File: config.mk
export PLATFORM = sky130hd
export DESIGN_NAME = cdc_handshake_tx
export DESIGN_NICKNAME = d
export VERILOG_FILES = /design/src/rtl/cdc_handshake_tx.sv
export SDC_FILE = /design/constraint.sdc
export NUM_CORES = 1
export LEC_CHECK = 0
export CAP_MARGIN = 20
export CORE_ASPECT_RATIO = 1.5
export CORE_MARGIN = 5
export CORE_UTILIZATION = 49
export DETAILED_ROUTE_END_ITERATION = 7
export GPL_ROUTABILITY_DRIVEN = 0
export GPL_TIMING_DRIVEN = 0
export PLACE_DENSITY = 0.88
export SYNTH_ARGS = -nofsm -noshare
export SYNTH_HDL_FRONTEND = slang
export SYNTH_SLANG_ARGS = --single-unit
File: constraint.sdc
create_clock -name clk_fast -period 1.62 [get_ports clk_fast]
set_input_delay 0.243 -clock clk_fast [delete_from_list [all_inputs] [get_ports clk_fast]]
set_output_delay 0.243 -clock clk_fast [all_outputs]
set_load 0.1 [all_outputs]
File: src/rtl/cdc_handshake_tx.sv
// Source end of a four-phase req/ack crossing: captures one word and holds it while req_out is high.
// Latency: req_out rises one edge after accept; done pulses SYNC_DEPTH+1 edges after ack_in falls.
// Backpressure: ready_out is high only in IDLE; valid_in while busy is dropped and sets sticky overflow.
module cdc_handshake_tx #(
   parameter int SYNC_DEPTH     = 2,
   parameter int DATA_WIDTH     = 8,
   parameter int TIMEOUT_CYCLES = 1024
) (
   input  logic                  clk_fast,
   input  logic                  rst_fast,
   input  logic [DATA_WIDTH-1:0] data_in,
   input  logic                  valid_in,
   output logic                  ready_out,
   output logic [DATA_WIDTH-1:0] data_out,
   output logic                  req_out,
   input  logic                  ack_in,
   output logic                  done,
   output logic                  overflow,
   input  logic                  clr_err,
   output logic                  timeout_err
);

   // Counter is wide enough to hold TIMEOUT_CYCLES itself so it can saturate there.
   localparam int CNT_W = (TIMEOUT_CYCLES > 0) ? $clog2(TIMEOUT_CYCLES + 1) : 1;
   localparam logic [CNT_W-1:0] CNT_MAX  = CNT_W'(TIMEOUT_CYCLES);
   localparam logic [CNT_W-1:0] CNT_LAST = CNT_W'((TIMEOUT_CYCLES > 0) ? TIMEOUT_CYCLES - 1 : 0);
   localparam logic [CNT_W-1:0] CNT_ONE  = CNT_W'(1);

   typedef enum logic [1:0] {IDLE, REQ, REL} state_t;

   state_t                  state_q;
   logic                    ready_q;
   logic                    req_q;
   logic                    done_q;
   logic [DATA_WIDTH-1:0]   data_q;
   logic [SYNC_DEPTH-1:0]   sync_q;
   logic [CNT_W-1:0]        cnt_q, cnt_d;
   logic                    ovf_q, ovf_d;
   logic                    tmo_q, tmo_d;

   logic                    accept;
   logic                    ack_sync;
   logic                    phase_change;
   logic                    busy_hold;
   logic                    tmo_hit;

   assign ready_out   = ready_q;
   assign data_out    = data_q;
   assign req_out     = req_q;
   assign done        = done_q;
   assign overflow    = ovf_q;
   assign timeout_err = tmo_q;

   // Next-state for the phase counter and the two sticky flags (set beats clear).
   always_comb begin
      accept   = valid_in && ready_q;
      ack_sync = sync_q[SYNC_DEPTH-1];
      phase_change = 1'b0;
      case (state_q)
         IDLE:    phase_change = accept;
         REQ:     phase_change = ack_sync;
         REL:     phase_change = !ack_sync;
         default: phase_change = 1'b1;
      endcase
      busy_hold = (state_q != IDLE) && !phase_change;
      cnt_d = '0;
      if (busy_hold) begin
         cnt_d = (cnt_q != CNT_MAX) ? cnt_q + CNT_ONE : cnt_q;
      end
      // Fires only on the edge the count reaches the limit, so a later clear sticks.
      tmo_hit = (TIMEOUT_CYCLES > 0) && busy_hold && (cnt_q == CNT_LAST);
      ovf_d   = (ovf_q && !clr_err) || (valid_in && !ready_q);
      tmo_d   = (tmo_q && !clr_err) || tmo_hit;
   end

   // Bring the asynchronous ack into clk_fast through a plain flop chain.
   always_ff @(posedge clk_fast) begin
      if (rst_fast) begin
         sync_q <= '0;
      end else begin
         sync_q <= {sync_q[SYNC_DEPTH-2:0], ack_in};
      end
   end

   // Phase counter and sticky error flags.
   always_ff @(posedge clk_fast) begin
      if (rst_fast) begin
         cnt_q <= '0;
         ovf_q <= 1'b0;
         tmo_q <= 1'b0;
      end else begin
         cnt_q <= cnt_d;
         ovf_q <= ovf_d;
         tmo_q <= tmo_d;
      end
   end

   // Handshake FSM; all outputs registered so req_out cannot glitch.
   always_ff @(posedge clk_fast) begin
      if (rst_fast) begin
         state_q <= IDLE;
         ready_q <= 1'b1;
         req_q   <= 1'b0;
         done_q  <= 1'b0;
         data_q  <= '0;
      end else begin
         done_q <= 1'b0;
         case (state_q)
            IDLE: begin
               if (accept) begin
                  data_q  <= data_in;
                  req_q   <= 1'b1;
                  ready_q <= 1'b0;
                  state_q <= REQ;
               end
            end
            REQ: begin
               if (ack_sync) begin
                  req_q   <= 1'b0;
                  state_q <= REL;
               end
            end
            REL: begin
               if (!ack_sync) begin
                  done_q  <= 1'b1;
                  ready_q <= 1'b1;
                  state_q <= IDLE;
               end
            end
            default: begin
               req_q   <= 1'b0;
               ready_q <= 1'b1;
               state_q <= IDLE;
            end
         endcase
      end
   end

endmodule
==> results.toml, run 1 <==
[status]
outcome = "finished clean"

[route]
routed-via-count = 1018
first_pass_iters = 4
final_antenna_net_count = 0
drcViolationCount = 0
vias_per_cell = 5.719
drt_iter0_markers = 17
routed_wl_um = 2523
wl_per_cell_um = 14.17

[critical_path]
worst_ep_arrival_time_ns = 1.26
r2r_cells = 4
worst-path-buf-inv = 1
timing.rr.end = "cnt_q[9]"
reg2reg_from = "state_q[1]"
critPathMaxFanout = 2
start_kind = "flop"
crit_type = "reg -> out"
critical-path-max-stage-delay_ns = 0.56
endpoint_kind = "output port"
critical_path.slowest_cell = "clkdlybuf4s15_2"
cp.required_ns = 1.38
worstPathCellList = "clkdlybuf4s15_2"
reg2reg_slack_ns = 0.16
crit_family = "buffers and inverters"

[timing]
setup_violations = 0
tightest_slew_ns = 0.5607
period_needed_ns = 1.507
timing.final.ws_setup_ns = 0.1127
setup_tns_ns = 0
slew-limit-headroom_pct = 62.79
finClkSkew_ns = 0.003952
final.period_utilization_pct = 93.04
rsz0062_at_grt = "false"
fmax_mhz = 663.4
slew_violations = 0
hold_viol_final = 0
whs_ns = 0.2164

[global_route]
antenna_found_initial = 0
grt_pass1_vias = 1108
overflow = 0
grt_first_pass_wirelength_um = 4347
grt_max_degree = 15
grtUsageTotal_pct = 14.70
grtUsageMet3_pct = 4.158
grt_use_met2_pct = 27.55
grt_use_met1_pct = 15.14
grt_busiest_layer = "met2"

[clock_tree]
path_clk_slew_ns = 0.14
cts.path.max_buffers = 2
cts_tree = "yes"
h-tree-depth = 1
clock_latency_ns = 0.32
numCtsBuffers = 3
clock_sinks = 28
post-cts-setup-buffers = 0
cts-root-buf = "clkbuf_4"

[placed_design]
dpl.hpwl_um = 1990
placed_cells = 175
place_area_mm2 = 0.001520
io_buffers = 24
pre_cts_ws_ns = -0.1097

[worst_hold_path]
worstHoldEndpoint = "sync_q[1]"
hold_depth = 2
min_from = "rst_fast"
hold_class = "in -> reg"

[logic_synthesis]
synthTopCellsByArea = "dfxtp_1 (45%), mux2i_1 (8.8%), o21ai_0 (4.4%)"
netlist_instances = 127
ys_ff_latch = 28
yosys.area.top_type = "dfxtp_1"
synthDistinctLibCells = 34
yosysTopAreaCellShare_pct = 44.89
synthesis.area_mm2 = 0.001249
yosys_warnings = 0
yosysSeqAreaShare_pct = 44.89
syn_avg_cell_area_um2 = 9.832
syn_nets = 142

[floorplanning]
initial_core_util_pct = 50.97
ios = 26
core_area_mm2 = 0.002450
die_x_um = 51.22
die_y_um = 71.83
rows = 22
design.die.area_mm2 = 0.003679

[final_layout]
fin_cells = 178
post-route-util_pct = 63.84
num_antenna_cells = 0
drive_gt1_share_pct = 20.78
fin_area_mm2 = 0.001564
syn2layout_area_growth_pct = 25.25
multiInputGateArea_um2 = 633.1
nets = 171
fillerInstances = 189
register_area_um2 = 561.8

[run]
drv_cap = 0

[power]
ir_drop_mv = 0.6982
leakagePower_nw = 0.5277
powerDensity_mw_per_mm2 = 842.5
p_total_mw = 1.318
==> placed cells by master (no fill, tap or decap), types with 2 or more instances in the layout <==
master / netlist / routed
a211oi_2: 2 / 2
a21oi_1: 6 / 6
and4_1: 2 / 2
and4bb_2: 2 / 2
buf_2: 3 / 3
clkbuf_4: 0 / 3
clkdlybuf4s15_2: 0 / 13
clkdlybuf4s50_1: 0 / 11
dfxtp_1: 28 / 27
ha_1: 2 / 2
inv_1: 6 / 6
mux2i_1: 11 / 11
nand2_1: 3 / 3
nand2b_1: 4 / 4
nand3_1: 3 / 2
nand4_1: 2 / 2
nor2_1: 11 / 11
nor2b_1: 4 / 4
nor3_1: 2 / 2
nor3b_1: 2 / 2
nor4_1: 3 / 3
nor4b_1: 2 / 2
o21ai_0: 11 / 11
or3_1: 4 / 4
xnor2_1: 2 / 2
==> layer usage <==
metal | up-vias | routed length (um)
met5 | - | 0
met3 | 3 | 154
met2 | 35 | 1323
li1 | 509 | -
met4 | 0 | 16
met1 | 471 | 1030
==> worst max path at each step <==
stage / start / end / slack (ns) / depth (start not counted)
6_report: timeout_err / timeout_err / 0.11 / 1
5_1_grt: state_q[0] / cnt_q[9] / 0.01 / 4
4_1_cts: cnt_q[1] / cnt_q[8] / 0.07 / 4
3_5_place_dp: overflow / overflow / -0.11 / 1
3_3_place_gp: ready_out / ready_out / -0.1 / 1
2_1_floorplan: ready_out / data_out[0] / 0.14 / 4
==> final cells by class <==
class / instances / area share (%)
plain buffers: 6 / 2.400
clock buffers: 3 / 1.440
inverters: 6 / 1.440
multi-input cells: 87 / 40.48
flip-flops and latches: 28 / 35.92
well taps: 24 / 1.920
repair buffers: 24 / 16.40
==> power breakdown <==
part	internal (mW)	switching [mW]
clock network	0.0872	0.188
registers	0.716	0.0166
logic	0.0968	0.213
total	0.900	0.417
==> state kept, by name (all words and copies together) (netlist names), 2 cells and up <==
name,flops
data_out,8
cnt_q,11
sync_q,2
state_q,2
==> synthesized netlist by cell type (all sizes together) <==
| cell type | number |
|---|---|
| a2111oi | 1 |
| a211oi | 2 |
| a21oi | 6 |
| a31oi | 1 |
| and4 | 2 |
| and4bb | 2 |
| buf | 5 |
| clkbuf | 1 |
| dfxtp | 28 |
| ha | 2 |
| inv | 6 |
| mux2i | 11 |
| nand2 | 3 |
| nand2b | 4 |
| nand3 | 3 |
| nand4 | 2 |
| nor2 | 12 |
| nor2b | 4 |
| nor3 | 2 |
| nor3b | 2 |
| nor4 | 3 |
| nor4b | 3 |
| o21ai | 11 |
| o21bai | 2 |
| o22ai | 1 |
| o41ai | 1 |
| or3 | 4 |
| xnor2 | 2 |
| xor2 | 1 |
==> worst reg2reg max path: cells and delay by family (launching register included) <==
family                 cells  cell delay (ns)
AO/OA/AOI/OAI              1             0.25
buffers and inverters      1             0.13
flip-flops                 1             0.33
AND/OR/NAND/NOR            2             0.65
==> timing repair <==
item / 4_1_cts / 5_1_grt
setup endpoints to repair: 13 / 1
hold buffers: 0 / 0
gates resized for setup: 39 / 1
hold endpoints to repair: 0 / 0
==> kinds of logic (layout without fill, tap and decap cells) <==
| kind of cell | Yosys count | after routing | share of synthesized area [%] |
|---|---|---|---|
| muxes | 11 | 11 | 8.818 |
| xor gates and xnor gates | 3 | 3 | 2.105 |
| buffers and inverters | 12 | 39 | 4.809 |
| DFF | 28 | 28 | 44.89 |
| AOI/OAI and AO/OA | 25 | 25 | 13.83 |
| and+or+nand+nor | 46 | 46 | 23.55 |
| adders and majority gates | 2 | 2 | 2.004 |
Power figures use the tool's default switching activity.
==> inputs of run 2 (changes only) <==
- CTS_CLUSTER_SIZE: not set -> 14
- GPL_ROUTABILITY_DRIVEN: 0 -> not set
==> results of run 2 <==
The final DEF is identical to that of run 1; final timing and power are the same.
